File: src/rtl/txpippm_pkg.sv
// Shared types and constants for the TX phase-interpolator PPM stepper.
package txpippm_pkg;

  typedef enum logic [1:0] {
    ST_IDLE  = 2'd0,
    ST_PULSE = 2'd1,
    ST_GAP   = 2'd2
  } state_e;

  // Stepsize word layout: direction in the MSB, magnitude below it
  localparam int unsigned STEPSIZE_WIDTH   = 5;
  localparam int unsigned STEPSIZE_DIR_BIT = 4;
  localparam int unsigned STEPSIZE_MAG_MSB = 3;
  localparam int unsigned STEPSIZE_MAG_LSB = 0;

  typedef struct packed {
    logic                                   dir;
    logic [STEPSIZE_MAG_MSB:STEPSIZE_MAG_LSB] mag;
  } stepsize_t;

  // Fixed per-channel PI control levels while the stepper owns the PI
  localparam logic PPM_OVRDEN_VAL = 1'b0;
  localparam logic PPM_SEL_VAL    = 1'b1;
  localparam logic PPM_PD_VAL     = 1'b0;

endpackage

File: src/rtl/txpippm_gap_timer.sv
// Loadable down-counter with a minimum-value clamp. expired flags the last
// counted cycle, near_expired the cycle before it.
module txpippm_gap_timer #(
  parameter int unsigned GAP_WIDTH = 8,
  parameter int unsigned MIN_GAP   = 4
) (
  input  logic                 gtwiz_userclk_tx_usrclk_in,
  input  logic                 gtwiz_reset_all_n_in,
  input  logic                 load,
  input  logic [GAP_WIDTH-1:0] value,
  output logic                 expired,
  output logic                 near_expired
);

  localparam logic [GAP_WIDTH-1:0] MIN_VAL = GAP_WIDTH'(MIN_GAP);
  localparam logic [GAP_WIDTH-1:0] ONE     = GAP_WIDTH'(1);
  localparam logic [GAP_WIDTH-1:0] TWO     = GAP_WIDTH'(2);
  localparam logic [GAP_WIDTH-1:0] THREE   = GAP_WIDTH'(3);

  logic [GAP_WIDTH-1:0] count_q;
  logic [GAP_WIDTH-1:0] load_val_c;

  // Clamp the requested gap up to the minimum
  always_comb begin
    load_val_c = (value < MIN_VAL) ? MIN_VAL : value;
  end

  // Count register with flags registered against the next count value
  always_ff @(posedge gtwiz_userclk_tx_usrclk_in or negedge gtwiz_reset_all_n_in) begin
    if (!gtwiz_reset_all_n_in) begin
      count_q      <= '0;
      expired      <= 1'b0;
      near_expired <= 1'b0;
    end else if (load) begin
      count_q      <= load_val_c;
      expired      <= (load_val_c == ONE);
      near_expired <= (load_val_c == TWO);
    end else if (count_q != '0) begin
      count_q      <= count_q - ONE;
      expired      <= (count_q == TWO);
      near_expired <= (count_q == THREE);
    end
  end

endmodule

File: src/rtl/txpippm_stepper.sv
// Counted, rate-limited, abortable TXPIPPMEN strobe generator for a group of
// GT transmit channels. The terminal gap's last idle cycle is spent in IDLE,
// so a follow-on command's first strobe keeps the full strobe spacing.
module txpippm_stepper
  import txpippm_pkg::*;
#(
  parameter int unsigned CHANNEL_COUNT = 10,
  parameter int unsigned STEP_WIDTH    = 16,
  parameter int unsigned GAP_WIDTH     = 8,
  parameter int unsigned MIN_GAP       = 4
) (
  input  logic                                    gtwiz_userclk_tx_usrclk_in,
  input  logic                                    gtwiz_reset_all_n_in,
  input  logic                                    cmd_valid_in,
  output logic                                    cmd_ready_out,
  input  logic [CHANNEL_COUNT-1:0]                cmd_mask_in,
  input  logic [STEP_WIDTH-1:0]                   cmd_steps_in,
  input  logic [STEPSIZE_WIDTH-1:0]               cmd_stepsize_in,
  input  logic [GAP_WIDTH-1:0]                    cmd_gap_in,
  input  logic                                    abort_in,
  output logic                                    busy_out,
  output logic                                    done_out,
  output logic                                    aborted_out,
  output logic [STEP_WIDTH-1:0]                   steps_done_out,
  output logic [CHANNEL_COUNT-1:0]                txpippmen_out,
  output logic [CHANNEL_COUNT-1:0]                txpippmovrden_out,
  output logic [CHANNEL_COUNT-1:0]                txpippmsel_out,
  output logic [CHANNEL_COUNT-1:0]                txpippmpd_out,
  output logic [CHANNEL_COUNT*STEPSIZE_WIDTH-1:0] txpippmstepsize_out
);

  state_e                   state_q;
  logic [CHANNEL_COUNT-1:0] mask_q;
  logic [CHANNEL_COUNT-1:0] txpippmen_q;
  logic [STEP_WIDTH-1:0]    steps_q;
  logic [STEP_WIDTH-1:0]    steps_done_q;
  logic [GAP_WIDTH-1:0]     gap_q;
  stepsize_t                stepsize_q;
  logic                     busy_q;
  logic                     done_q;
  logic                     aborted_q;
  logic                     abort_pend_q;

  logic                     gap_expired;
  logic                     gap_near_expired;
  logic [STEP_WIDTH-1:0]    issued_c;
  logic                     final_c;
  logic                     term_c;
  logic                     gap_is_one_c;

  // Gap timer, reloaded on every strobe cycle
  txpippm_gap_timer #(
    .GAP_WIDTH (GAP_WIDTH),
    .MIN_GAP   (MIN_GAP)
  ) u_gap_timer (
    .gtwiz_userclk_tx_usrclk_in (gtwiz_userclk_tx_usrclk_in),
    .gtwiz_reset_all_n_in       (gtwiz_reset_all_n_in),
    .load                       (state_q == ST_PULSE),
    .value                      (gap_q),
    .expired                    (gap_expired),
    .near_expired               (gap_near_expired)
  );

  // Termination decision: count reached, or abort pending/arriving now
  always_comb begin
    issued_c     = (state_q == ST_PULSE) ? steps_done_q + STEP_WIDTH'(1) : steps_done_q;
    final_c      = (steps_q != '0) && (issued_c == steps_q);
    term_c       = final_c || abort_pend_q || abort_in;
    gap_is_one_c = (MIN_GAP <= 1) && (gap_q <= GAP_WIDTH'(1));
  end

  // Burst sequencer with registered outputs
  always_ff @(posedge gtwiz_userclk_tx_usrclk_in or negedge gtwiz_reset_all_n_in) begin
    if (!gtwiz_reset_all_n_in) begin
      state_q      <= ST_IDLE;
      mask_q       <= '0;
      txpippmen_q  <= '0;
      steps_q      <= '0;
      steps_done_q <= '0;
      gap_q        <= '0;
      stepsize_q   <= '0;
      busy_q       <= 1'b0;
      done_q       <= 1'b0;
      aborted_q    <= 1'b0;
      abort_pend_q <= 1'b0;
    end else begin
      done_q      <= 1'b0;
      txpippmen_q <= '0;
      case (state_q)
        ST_IDLE: begin
          if (cmd_valid_in) begin
            mask_q         <= cmd_mask_in;
            steps_q        <= cmd_steps_in;
            gap_q          <= cmd_gap_in;
            stepsize_q.dir <= cmd_stepsize_in[STEPSIZE_DIR_BIT];
            stepsize_q.mag <= cmd_stepsize_in[STEPSIZE_MAG_MSB:STEPSIZE_MAG_LSB];
            steps_done_q   <= '0;
            aborted_q      <= 1'b0;
            abort_pend_q   <= 1'b0;
            txpippmen_q    <= cmd_mask_in;
            busy_q         <= 1'b1;
            state_q        <= ST_PULSE;
          end
        end
        ST_PULSE: begin
          steps_done_q <= issued_c;
          if (abort_in) abort_pend_q <= 1'b1;
          if (gap_is_one_c && term_c) begin
            state_q   <= ST_IDLE;
            busy_q    <= 1'b0;
            done_q    <= 1'b1;
            aborted_q <= !final_c;
          end else begin
            state_q <= ST_GAP;
          end
        end
        ST_GAP: begin
          if (abort_in) abort_pend_q <= 1'b1;
          if (gap_near_expired && term_c) begin
            state_q   <= ST_IDLE;
            busy_q    <= 1'b0;
            done_q    <= 1'b1;
            aborted_q <= !final_c;
          end else if (gap_expired) begin
            txpippmen_q <= mask_q;
            state_q     <= ST_PULSE;
          end
        end
        default: state_q <= ST_IDLE;
      endcase
    end
  end

  assign cmd_ready_out       = (state_q == ST_IDLE);
  assign busy_out            = busy_q;
  assign done_out            = done_q;
  assign aborted_out         = aborted_q;
  assign steps_done_out      = steps_done_q;
  assign txpippmen_out       = txpippmen_q;
  assign txpippmovrden_out   = {CHANNEL_COUNT{PPM_OVRDEN_VAL}};
  assign txpippmsel_out      = {CHANNEL_COUNT{PPM_SEL_VAL}};
  assign txpippmpd_out       = {CHANNEL_COUNT{PPM_PD_VAL}};
  assign txpippmstepsize_out = {CHANNEL_COUNT{stepsize_q}};

endmodule

File: config.mk
export PLATFORM = sky130hd
export DESIGN_NAME = txpippm_stepper
export DESIGN_NICKNAME = d
export VERILOG_FILES = /design/src/rtl/txpippm_pkg.sv /design/src/rtl/txpippm_gap_timer.sv /design/src/rtl/txpippm_stepper.sv
export SDC_FILE = /design/constraint.sdc
export NUM_CORES = 1
export LEC_CHECK = 0
export ABC_AREA = 1
export BUFFER_PORTS_ARGS = -buffer_cell sky130_fd_sc_hd__buf_2
export CAP_MARGIN = 20
export CORE_AREA = 2 2 100 102
export DETAILED_ROUTE_END_ITERATION = 10
export DIE_AREA = 0 0 102 104
export GPL_TIMING_DRIVEN = 0
export PLACE_DENSITY_LB_ADDON = 0.12
export SETUP_SLACK_MARGIN = 0.2
export SLEW_MARGIN = 20
export SYNTH_ARGS = -nofsm -noshare
export SYNTH_HDL_FRONTEND = slang
export SYNTH_SLANG_ARGS = --single-unit
File: constraint.sdc
create_clock -name gtwiz_userclk_tx_usrclk_in -period 2.3 [get_ports gtwiz_userclk_tx_usrclk_in]
set_input_delay 0.115 -clock gtwiz_userclk_tx_usrclk_in [delete_from_list [all_inputs] [get_ports gtwiz_userclk_tx_usrclk_in]]
set_output_delay 0.115 -clock gtwiz_userclk_tx_usrclk_in [all_outputs]
set_load 0.01 [all_outputs]
Word-level counts from Yosys, hierarchy flattened
Cells that the tools add are included.
Widths: inputs -> output; s select.
- flip-flop bits (word level): 81
- latch bits: 0
- bits in writable memories: 0
- memory bits (read-only): 0
- bits of input ports: 43
- output and inout bits: 110
- memories kept: 0
- add/subtract/negate cells: 2
- multiply operators: 0
- divide/modulo/power cells: 0
- $lt $le $gt $ge: 1
- equality and inequality tests: 11
- shift-type cells: 0
- multiplexer cells: 28
- bitwise logic cells: 0
- reductions and logical operators: 18
- operators with widths (cell ; number):
    $mux 16 ; 2
    $pmux 16 s2 ; 1
    $mux 10 ; 3
    $eq 8x2->1 const B ; 3
    $mux 8 ; 3
    $pmux 10 s2 ; 1
    $add 16x1->16 const B ; 1
    $eq 16x16->1 ; 1
    $reduce_bool 16->1 ; 1
    $mux 1 ; 11
    $eq 8x1->1 const B ; 1
    $lt 8x3->1 const B ; 1
    $reduce_bool 2->1 ; 4
    $reduce_bool 8->1 ; 1
    $sub 8x1->8 const B ; 1
    $mux 2 ; 3
    $pmux 1 s2 ; 3
    $pmux 2 s3 ; 1
    $reduce_and 2->1 ; 3
    $reduce_and 3->1 ; 2
    $ne 2x2->1 const B ; 2
    $ne 3x2->1 const B ; 1
    $eq 2x1->1 const B ; 1
    $eq 2x2->1 const B ; 1
    6 further kinds ; 8

Longest topological paths before layout
Gate-level depths: netlist (run 1).
- word-level depth: 9
- mapped depth: 21
- mapped depth without buffers: 20

Hierarchy
A second synthesis (run 1) with hierarchy kept.
- cell total of the unflattened synthesis: 650
- area total of the unflattened synthesis: 4952.2 sq um
- by module, submodules not included (module ; times used ; cells an instance ; area each (sq um) ; seq. area each (sq um)):
    txpippm_stepper ; 1 ; 540 ; 4206.5 ; 1776.7
    txpippm_gap_timer ; 1 ; 110 ; 745.7 ; 250.2

Least setup slack after synthesis (run 1)
No wires, ideal clock.
- path kind: register to register
- start: reg state_q[1]
- end: reg txpippmen_q[3], in the netlist txpippmen_out[3]
- setup time: 119 ps
- data arrival time: 2005 ps
- required time: 2181 ps
- setup slack: 176 ps
- stages on the path, launching flop included: 20
- clock period less this slack: 2124 ps
- cell sequence: dfrtp_1 -> inv_1 -> ha_1 -> buf_6 -> nand2_1 -> nor2_4 -> nand3_1 -> nand2_1 -> nand2_1 -> nand2_1 -> nand2_1 -> nor2_1 -> nand2_1 -> nor2_1 -> nand2_1 -> nand2_1 -> nand2_2 -> nand2_4 -> buf_6 -> o21ai_2
- word-level cells in the longest chain between the ends: 9
- elaborated cells on any way between the ends: 11
- those cells by class: 3 x eq/ne; 3 x mux; 5 x reduce/logical
- RTL lines (element ; line ; source):
    start: declaration ; txpippm_stepper.sv:32 ; state_e state_q;
    start signal: assignment ; txpippm_stepper.sv:75 ; state_q <= ST_IDLE;
    start signal: assignment ; txpippm_stepper.sv:102 ; state_q <= ST_PULSE;
    start signal: assignment ; txpippm_stepper.sv:109 ; state_q <= ST_IDLE;
    $eq 2x1->1 ; txpippm_stepper.sv:66 ; issued_c = (state_q == ST_PULSE) ? steps_done_q + STEP_WIDTH'(1) : steps_done_q;
    $mux 16 ; txpippm_stepper.sv:66 ;
    $eq 16x16->1 ; txpippm_stepper.sv:67 ; final_c = (steps_q != '0) && (issued_c == steps_q);
    $logic_and 1x1->1 ; txpippm_stepper.sv:67 ;
    $logic_or 1x1->1 (2 in a row) ; txpippm_stepper.sv:68 ; term_c = final_c || abort_pend_q || abort_in;
    $logic_and 1x1->1 ; txpippm_stepper.sv:119 ; if (gap_near_expired && term_c) begin
    $mux 10 ; txpippm_stepper.sv:119 ;
    $pmux 10 s2 (*) ; txpippm_stepper.sv:89 ; case (state_q)
    end signal: assignment ; txpippm_stepper.sv:100 ; txpippmen_q <= cmd_mask_in;
    end signal: assignment ; txpippm_stepper.sv:125 ; txpippmen_q <= mask_q;
    end: declaration ; txpippm_stepper.sv:34 ; logic [CHANNEL_COUNT-1:0] txpippmen_q;
Mark *: on every way between the ends. The rest lies on a longest branch, timed or not.
A chain may end at the register's enable or synchronous reset.

Worst setup path in the final report (run 1)
Same ends and word-level chain as after synthesis.

==> results of run 1 <==
==> how the worst max path moves through the flow <==
stage                           start                         end  slack (ns)
6_report       state_q[1]$_DFFE_PN0P_  txpippmen_out[3]$_DFF_PN0_       -0.14
5_1_grt        state_q[1]$_DFFE_PN0P_      state_q[0]$_DFFE_PN0P_       -0.33
4_1_cts        state_q[1]$_DFFE_PN0P_        busy_out$_DFFE_PN0P_       -0.07
3_5_place_dp   state_q[1]$_DFFE_PN0P_  txpippmen_out[3]$_DFF_PN0_       -0.25
3_3_place_gp   state_q[1]$_DFFE_PN0P_  txpippmen_out[0]$_DFF_PN0_       -0.19
2_1_floorplan  state_q[1]$_DFFE_PN0P_  txpippmen_out[3]$_DFF_PN0_        0.21
==> worst max-delay path: stages (launching register included) <==
cell and delay (ns):
dfrtp_1 0.39, inv_2 0.08, ha_4 0.16, buf_8 0.14
nand2_4 0.06, nor2_4 0.18, buf_4 0.15, nand2_1 0.07
nand3_2 0.09, nand2_1 0.06, nand3_2 0.10, nor2_4 0.04
nand2_1 0.05, nor2_1 0.04, nand2_1 0.08, nand2_1 0.07
nand2_2 0.13, nand2_4 0.08, buf_12 0.14, buf_12 0.12
o21ai_2 0.12
==> layout by cell type, fill, tap and decap left out, types with 2 or more instances in the layout <==
master,count
dfrtp_2,2
nor3_1,3
o21ai_1,4
inv_2,2
nand3_2,8
nand2_1,192
dfrtp_1,79
inv_1,56
o22ai_1,8
a31oi_1,3
nor2_4,10
clkbuf_2,3
o21ai_0,38
buf_4,89
xor2_1,4
clkinv_2,2
o211ai_1,2
clkbuf_8,11
buf_12,3
clkinvlp_4,2
conb_1,30
nor2_1,30
clkbuf_1,5
clkbuf_4,2
nand2_2,13
buf_2,121
ha_2,2
buf_16,2
nand3_1,37
a21oi_1,5
o21ai_2,11
dlygate4sd3_1,39
ha_1,6
nand4_1,7
ha_4,2
nand2_4,2
==> area by class of cell <==
| cell class | count | share of cell area [%] |
|---|---|---|
| plain buffers | 90 | 10.1 |
| clock buffers | 11 | 2.29 |
| clock inverters | 4 | 0.436 |
| inverters | 61 | 3.56 |
| multi-input cells | 422 | 32.5 |
| flip-flops and latches | 81 | 30.7 |
| well taps | 133 | 2.52 |
| repair buffers | 176 | 17.9 |
==> state kept, by name, indices dropped and copies added, names as in the netlist, 2 cells and up <==
name,count
txpippmstepsize_out,5
u_gap_timer.count_q,8
mask_q,10
steps_done_out,16
state_q,2
gap_q,8
txpippmen_out,10
steps_q,16
==> power by group through the flow <==
stage                     logic [µW]  registers (µW)  clock network, µW
after detailed placement        3300            2380                  0
after global placement          3230            2350                  0
after CTS                       3660            2360                991
after global routing            4160            2440               1070
after floorplan                 2260            2310                  0
final                           3730            2370                962
==> metal layers <==
layer	vias to the layer above	GRT usage (%)
li1	2304	-
met1	2135	31.2
met2	187	40.5
met3	26	5.04
met4	0	7.24
met5	-	0
==> cell families (layout without fill, tap and decap cells) <==
family          after synthesis  in the layout  synth area share (%)
xor+xnor                      5              5                  1.22
buf+inv                     151            342                  17.9
fa+ha+maj                    10             10                  2.60
flops                        81             81                  42.1
other cells                   2             30                 0.156
compound gates               71             71                  8.54
simple gates                306            306                  27.5
==> metrics by stage <==
step	instances	hold slack (ns)	area, µm²	power [µW]
detailed placement	910	0.122	5760	5680
floorplan	654	-0.181	4950	4580
global route	978	0.0236	6600	7670
CTS	978	0.00138	6560	7010
global placement	909	0.308	5730	5580
finish	978	0.0311	6600	7060
==> what timing repair did <==
item | in CTS | in global routing
setup endpoints to repair | 58 | 58
gates cloned | 1 | 0
pin swaps | 13 | 6
hold endpoints to repair | 82 | 0
hold buffers | 39 | 0
gates resized for setup | 27 | 16
buffers inserted | 13 | 0
==> impl_metrics.csv, run 1 <==
group,metric,value,unit
layout,num-fill-cells,790,
route,dr_wl_met3,821,µm
clocking,clk_latency,0.36,ns
clocking,cts_tree,"built",
pwr,p_leak,0.00350,µW
flow_run,drv_cap,0,
route,drc,0,
floorplan,die_w,102,µm
min_path,min_from,"cmd_mask_in[1]",
pwr,switchingPower,2960,µW
clocking,cts-htree-levels,3,
global_routing,grt.overflow.total,0,
global_routing,grt_pass1_wl,20.5,mm
clocking,cts_buffers,9,
layout,final_nets,894,
worst_setup_path,cp_max_fo,6,
sta,period_minus_slack,2.44,ns
floorplan,ios,153,
clocking,clk_pin_slew,0.08,ns
global_routing,grt_max_degree,46,
layout,n_antenna_cell,0,
route,top_layer_used,"met4",
sta,hold_violations,0,
yosys,seq_area_frac_synth,42.1,%
pwr,switching_share,41.9,%
route,drtAntennaViolNets,0,
route,wl_per_cell,12.8,µm
clocking,root_buffer,"clkbuf_8",
layout,multi_input_area,0.00214,mm²
yosys,yosys.area.top_type_share,42.1,%
layout,area_delta_synth_final,37.0,%
route,drtIter0Drc,210,
yosys,yosysTopAreaCell,"dfrtp_1",
pwr,max-vdd-ir-drop,0.707,mV
floorplan,initial_utilization,50.5,%
floorplan,dieArea,0.0106,mm²
yosys,synth_area,0.00482,mm²
sta,tns,-1.64,ns
outcome,status,"complete, but fails checks",
worst_setup_path,crit_path_end_kind,"register",
sta,final.period_utilization,106,%
yosys,ys_top_cells_by_count,"nand2_1 (200), dfrtp_1 (81), buf_4 (75), inv_1 (57), nand3_1 (41)",
min_path,whs_path_depth,3,
yosys,synth_edf_count,0,
outcome,violations,"setup timing",
sta,fin_skew,0.00930,ns
pwr,seqPwrFrac,33.6,%
worst_setup_path,r2r_cells,20,
floorplan,coreArea,0.00955,mm²
pwr,p_int,4100,µW
yosys,ys.warnings.count,0,
yosys,synth_cell_types,33,
yosys,synth_most_common_cell,"nand2_1",
pwr,power_density,1070,mW/mm²
route,wl_met1,5.19,mm
route,routed_wl,12.5,mm
pwr,comb_power_share,52.8,%
sta,rsz0062_at_grt,"yes",
min_path,hp-class,"in2reg",
yosys,synthArstFlopShare,100,%
clocking,cts.sinks,81,
sta,relSlewSlack,60.8,%
worst_setup_path,startpoint_type,"register",
floorplan,chipHeight,104,µm
place,place_hpwl,8.89,mm
layout,final_util,69.1,%
yosys,syn_avg_cell_area,7.70,µm²
yosys,yosys-top-cells-area,"dfrtp_1 (42%), nand2_1 (16%), buf_4 (12%), inv_1 (4.4%), nand3_1 (4.3%)",
route,num_vias,4652,
yosys,ys.flop_type,"dfrtp_1",
pwr,p_clk_share,13.6,%
route,dr.pass1.iters,5,
floorplan,rows,36,
sta,slew_violations,0,
clocking,cts_buffer_depth,2,
worst_setup_path,timing.rr.end,"txpippmen_out[3]$_DFF_PN0_",
sta,setup-violations-final,14,
place,place_congestion,0.870,
layout,seqCellArea,0.00203,mm²
sta,timing.fmax,410,MHz
sta,setup_ws,-0.140,ns
sta,tightest_slew,0.588,ns
worst_setup_path,r2r_slack,-0.14,ns
worst_setup_path,crit_required,2.59,ns
worst_setup_path,timing.rr.start,"state_q[1]$_DFFE_PN0P_",
yosys,ys_seq_elements,81,
route,route.met2.wl,6.24,mm
yosys,synth_cells,626,
global_routing,grt_pass1_vias,4440,
global_routing,antenna_found_initial,0,
worst_setup_path,cp.arrival,2.73,ns
route,routed_via_density,4.76,
global_routing,grt_usage,24.1,%
min_path,holdPathEnd,"mask_q[1]$_DFFE_PN0P_",
worst_setup_path,worstSetupPathType,"reg2reg",
place,pre_cts_ws,-0.254,ns
layout,layout-drive-gt1-share,34.6,%
place,numPortBuffers,122,
Power figures use the tool's default switching activity.
==> run 2, diff against run 1 <==
CORE_AREA = 2 2 96 98   (was 2 2 100 102)
DIE_AREA = 0 0 98 100   (was 0 0 102 104)
clock period = 2.96 ns   (was 2.3 ns; I/O delays follow)
==> run 2 against run 1 <==
Against the previous run: the run now ends clean; core utilization grew 0.13 points; register-to-register slack better by 0.53 ns; worst setup slack better by 0.53 ns; combinational power fell by 30%; clock power decreased by 19%; sequential share of layout area increased by 2.2 points.
==> impl_metrics.csv, run 2 (same netlist as run 1, synthesis figures left out) <==
group,metric,value,unit
min_path,hp-class,"in2reg",
global_routing,grt_max_degree,42,
worst_setup_path,path_common_cell,"nand2_1",
clocking,cts.sinks,81,
worst_setup_path,crit_family,"simple AND/OR/NAND/NOR gates",
place,place_congestion,0.914,
clocking,cts_buffers,9,
layout,layout-drive-gt1-share,31.0,%
global_routing,grt.overflow.total,0,
place,numPortBuffers,122,
worst_setup_path,cpPeakStageDelay,0.41,ns
layout,n_antenna_cell,0,
sta,setup-violations-final,0,
clocking,clk_latency,0.37,ns
route,routed_wl,12.0,mm
pwr,p_total,5210,µW
global_routing,grt_usage,24.8,%
sta,final.period_utilization,86.8,%
clocking,cts_buffer_depth,2,
layout,final_common_cell,"nand2_1",
layout,area_delta_synth_final,27.8,%
floorplan,coreArea,0.00889,mm²
outcome,status,"finished clean",
clocking,root_buffer,"clkbuf_8",
sta,rsz0062_at_grt,"no",
worst_setup_path,cp.arrival,2.83,ns
floorplan,dieArea,0.00980,mm²
worst_setup_path,timing.rr.end,"txpippmen_out[1]$_DFF_PN0_",
sta,tightest_slew,0.650,ns
sta,hold_violations,0,
worst_setup_path,cp-endpoint,"txpippmen_out[1]$_DFF_PN0_",
worst_setup_path,crit_path_end_kind,"register",
worst_setup_path,worstSetupPathType,"reg2reg",
route,drtIter0Drc,188,
worst_setup_path,path_cells,"inv_1, ha_2, buf_6, inv_2, nor2_2, nand2_1, nand2_1, nand2_1, nand2_1, nand2_1, nor2_1, nand2_1, nor2_1, nand2_1, nand2_1, nand2_2, nand2_4, buf_8, o21ai_2",
worst_setup_path,crit_required,3.22,ns
worst_setup_path,timing.rr.start,"state_q[1]$_DFFE_PN0P_",
floorplan,initial_utilization,54.2,%
sta,relSlewSlack,56.7,%
floorplan,rows,35,
layout,final_cell_mix,"nand2_1 (199), buf_2 (122), dfrtp_1 (81)",
sta,timing.fmax,389,MHz
sta,slew_violations,0,
floorplan,die_w,98,µm
worst_setup_path,r2r_slack,0.39,ns
flow_run,drv_cap,0,
floorplan,chipHeight,100,µm
pwr,power_density,846,mW/mm²
worst_setup_path,startpoint_type,"register",
sta,fin_skew,0.0122,ns
worst_setup_path,crit_buf_inv,4,
route,drc,0,
place,place_hpwl,8.63,mm
clocking,cts_tree,"built",
worst_setup_path,r2r_cells,19,
route,wl_per_cell,12.9,µm
sta,period_minus_slack,2.57,ns
worst_setup_path,startpoint,"state_q[1]$_DFFE_PN0P_",
route,num_vias,4548,
pwr,max-vdd-ir-drop,0.664,mV
worst_setup_path,crit_slowest_cell,"dfrtp_1",
global_routing,grt_pass1_wl,19.6,mm
global_routing,antenna_found_initial,0,
route,dr.pass1.iters,4,
layout,final_nets,868,
sta,tns,0,ns
layout,final_util,69.3,%
floorplan,ios,153,
worst_setup_path,path_depth,19,
route,routed_via_density,4.89,
route,drtAntennaViolNets,0,
pwr,p_leak,0.00332,µW
clocking,clk_pin_slew,0.10,ns
clocking,cts-htree-levels,3,
worst_setup_path,cp_max_fo,10,
global_routing,grt_pass1_vias,4368,
[run 2: worst min-delay path by stage]
stage | startpoint | end | slack [ns] | cells after the start
2_1_floorplan | gtwiz_reset_all_n_in | abort_pend_q$_DFFE_PN0P_ | -0.15 | 0
3_3_place_gp | cmd_gap_in[3] | gap_q[3]$_DFFE_PN0P_ | 0.34 | 3
3_5_place_dp | gtwiz_reset_all_n_in | steps_q[8]$_DFFE_PN0P_ | 0.18 | 1
4_1_cts | cmd_gap_in[6] | gap_q[6]$_DFFE_PN0P_ | 0.003 | 3
5_1_grt | cmd_steps_in[3] | steps_q[3]$_DFFE_PN0P_ | 0.00008 | 3
6_report | cmd_gap_in[6] | gap_q[6]$_DFFE_PN0P_ | 0.007 | 3
[run 2: per-stage QoR]
stage               setup slack [ns]  area, µm²  std cells  hold WS [ns]
global route                   0.227       6160        931     0.0000803
finish                         0.391       6160        931       0.00710
CTS                            0.358       6130        929       0.00294
floorplan                      0.836       4920        654        -0.148
global placement               0.444       5670        887         0.342
detailed placement             0.367       5700        888         0.180
[run 2: repair_timing]
action | 4_1_cts | 5_1_grt
endpoints found under the hold margin | 65 | 0
endpoints found under the setup margin | 0 | 14
resized for setup | 0 | 4
hold buffers | 25 | 0
buffers inserted | 0 | 2
[run 2: metal layers]
layer  GRT usage (%)  wire, µm  vias up
met1            30.4      4920     2099
met5               0         0        -
li1                -         -     2254
met2            43.7      6090      171
met3            4.74       765       24
met4            9.19       254        0
[run 2: worst min-delay path: stages]
cell     delay, ns
buf_2         0.08
nand2_1       0.04
o21ai_0       0.06
[run 2: final cells by class]
class,instances,area [µm²]
flip-flops and latches,81,2030
well taps,111,139
inverters,61,229
clock buffers,9,124
clock inverters,7,61.3
fillers,780,2730
multi-input cells,422,2040
repair buffers,150,898
plain buffers,90,639
[run 2: where the power goes]
| group | switching (µW) | internal, µW | total, µW |
|---|---|---|---|
| logic | 1430 | 1160 | 2600 |
| clock network | 461 | 321 | 782 |
| registers | 344 | 1490 | 1830 |
==> run 3, diff against run 2 <==
SETUP_SLACK_MARGIN = 0.3   (was 0.2)
clock period = 3.3 ns   (was 2.96 ns; I/O delays follow)
==> run 3 against run 2 <==
Against the previous run: sequential power is 10% lower; first-iteration DRC count is 3.7% higher; non-clock buffer count is 13 lower; core utilization is 1.5 points lower; sequential share of layout area is 0.75 points higher; combinational power is 12% lower.
==> impl_metrics.csv, run 3 (same netlist as run 1, synthesis figures left out) <==
group,metric,value,unit
layout,seqCellArea,0.00203,mm²
sta,tns,0,ns
clocking,root_buffer,"clkbuf_8",
clocking,cts.sinks,81,
worst_setup_path,crit_slowest_cell,"dfrtp_1",
clocking,clk_pin_slew,0.10,ns
route,routed_wl,11.7,mm
clocking,cts-htree-levels,3,
layout,final_nets,855,
sta,rsz0062_at_grt,"no",
clocking,cts_resized,0,
outcome,status,"finished clean",
layout,final_common_cell,"nand2_1",
place,place_congestion,0.914,
place,place_hpwl,8.63,mm
sta,setup-violations-final,0,
sta,fin_skew,0.0109,ns
layout,final_cell_mix,"nand2_1 (200), buf_2 (122), dfrtp_1 (81)",
clocking,holdBufCountCts,14,
pwr,p_leak,0.00327,µW
floorplan,initial_utilization,54.2,%
min_path,min_from,"cmd_steps_in[9]",
floorplan,rows,35,
clocking,cts_buffer_depth,2,
flow_run,drv_cap,0,
floorplan,ios,153,
worst_setup_path,crit_path_end_kind,"register",
route,drc,0,
worst_setup_path,cp.arrival,2.86,ns
worst_setup_path,cpPeakStageDelay,0.43,ns
layout,num-fill-cells,794,
floorplan,dieArea,0.00980,mm²
floorplan,die_w,98,µm
floorplan,chipHeight,100,µm
global_routing,grt.overflow.total,0,
clocking,postCtsSetupRepairBufs,0,
global_routing,grt_max_degree,42,
worst_setup_path,timing.rr.start,"state_q[1]$_DFFE_PN0P_",
place,numPortBuffers,122,
layout,multi_input_area,0.00203,mm²
route,dr.pass1.iters,5,
global_routing,grt_pass1_vias,4278,
worst_setup_path,cp_max_fo,10,
min_path,hp-class,"in2reg",
sta,final.period_utilization,78.8,%
worst_setup_path,startpoint,"state_q[1]$_DFFE_PN0P_",
pwr,power_density,769,mW/mm²
clocking,cts_buffers,9,
layout,n_antenna_cell,0,
sta,slew_violations,0,
route,wl_per_cell,12.7,µm
global_routing,grt_usage,24.3,%
worst_setup_path,startpoint_type,"register",
sta,timing.fmax,384,MHz
global_routing,grt_pass1_wl,19.2,mm
pwr,max-vdd-ir-drop,0.556,mV
clocking,cts_tree,"built",
route,drtIter0Drc,195,
sta,period_minus_slack,2.60,ns
place,place_area,0.00570,mm²
layout,layout-drive-gt1-share,30.9,%
sta,relSlewSlack,56.8,%
worst_setup_path,worstSetupPathType,"reg2reg",
worst_setup_path,path_cells,"inv_1, ha_1, buf_6, nand2_1, nor2_4, nand3_1, nand2_1, nand2_1, nand2_1, nand2_1, nor2_1, nand2_1, nor2_1, nand2_1, nand2_1, nand2_2, nand2_4, buf_6, o21ai_2",
worst_setup_path,path_common_cell,"nand2_1",
route,num_vias,4478,
layout,area_delta_synth_final,24.9,%
floorplan,coreArea,0.00889,mm²
clocking,clk_latency,0.36,ns
route,routed_via_density,4.88,
sta,hold_violations,0,
sta,tightest_slew,0.649,ns
route,drtAntennaViolNets,0,
worst_setup_path,crit_required,3.56,ns
global_routing,antenna_found_initial,0,
layout,stdcell_area,0.00602,mm²
==> run 3: final cells by class <==
class / count / area share [%]
clock buffer: 9 / 2.06
clock inverter: 7 / 1.02
tap: 111 / 2.31
sequential: 81 / 33.7
multi-input combinational: 422 / 33.8
timing repair buffer: 137 / 12.8
buffer: 90 / 10.6
inverter: 61 / 3.80
==> run 3: per-layer routing <==
metal,GRT usage (%),wire length (µm),up-vias,share of wire (%)
met5,0,0,-,0
met4,9.19,291,0,2.5
met3,4.74,687,27,5.9
met2,42.4,5850,150,50
met1,30.2,4870,2072,42
li1,-,-,2229,-
==> run 3: metrics by stage <==
stage	instances	worst slack [ns]	hold WS, ns	utilization (%)	power [µW]
2_1_floorplan	654	1.18	-0.131	-	3180
3_3_place_gp	887	0.784	0.359	63.8	3850
3_5_place_dp	888	0.707	0.197	64.1	3930
4_1_cts	918	0.698	0.000708	67.7	4650
5_1_grt	918	0.422	0.00797	67.7	4990
6_report	918	0.698	0.00772	67.7	4630
==> run 3: path summary, 6_finish.rpt <==
path,endpoint,slack (ns),cells after the start
setup / recovery,txpippmen_out[1]$_DFF_PN0_,0.70,19
hold / removal,steps_q[9]$_DFFE_PN0P_,0.008,3
setup reg to reg,txpippmen_out[1]$_DFF_PN0_,0.70,19
hold reg to reg,aborted_out$_DFFE_PN0P_,0.49,2
max in group asynchronous,state_q[0]$_DFFE_PN0P_,2.32,3
min in group asynchronous,steps_q[9]$_DFFE_PN0P_,0.34,2
==> run 3: critical path, delay by kind of cell (launching register included) <==
| family | cells | cell delay, ns |
|---|---|---|
| flip-flops | 1 | 0.43 |
| adder cells (fa/ha/maj) | 1 | 0.19 |
| AND/OR/NAND/NOR | 14 | 1.42 |
| buffers and inverters | 3 | 0.40 |
| AO/OA/AOI/OAI | 1 | 0.07 |
==> run 3: power breakdown <==
part	total, µW	internal [µW]	switching (µW)
clock network	700	288	413
logic	2290	1020	1270
registers	1640	1330	311
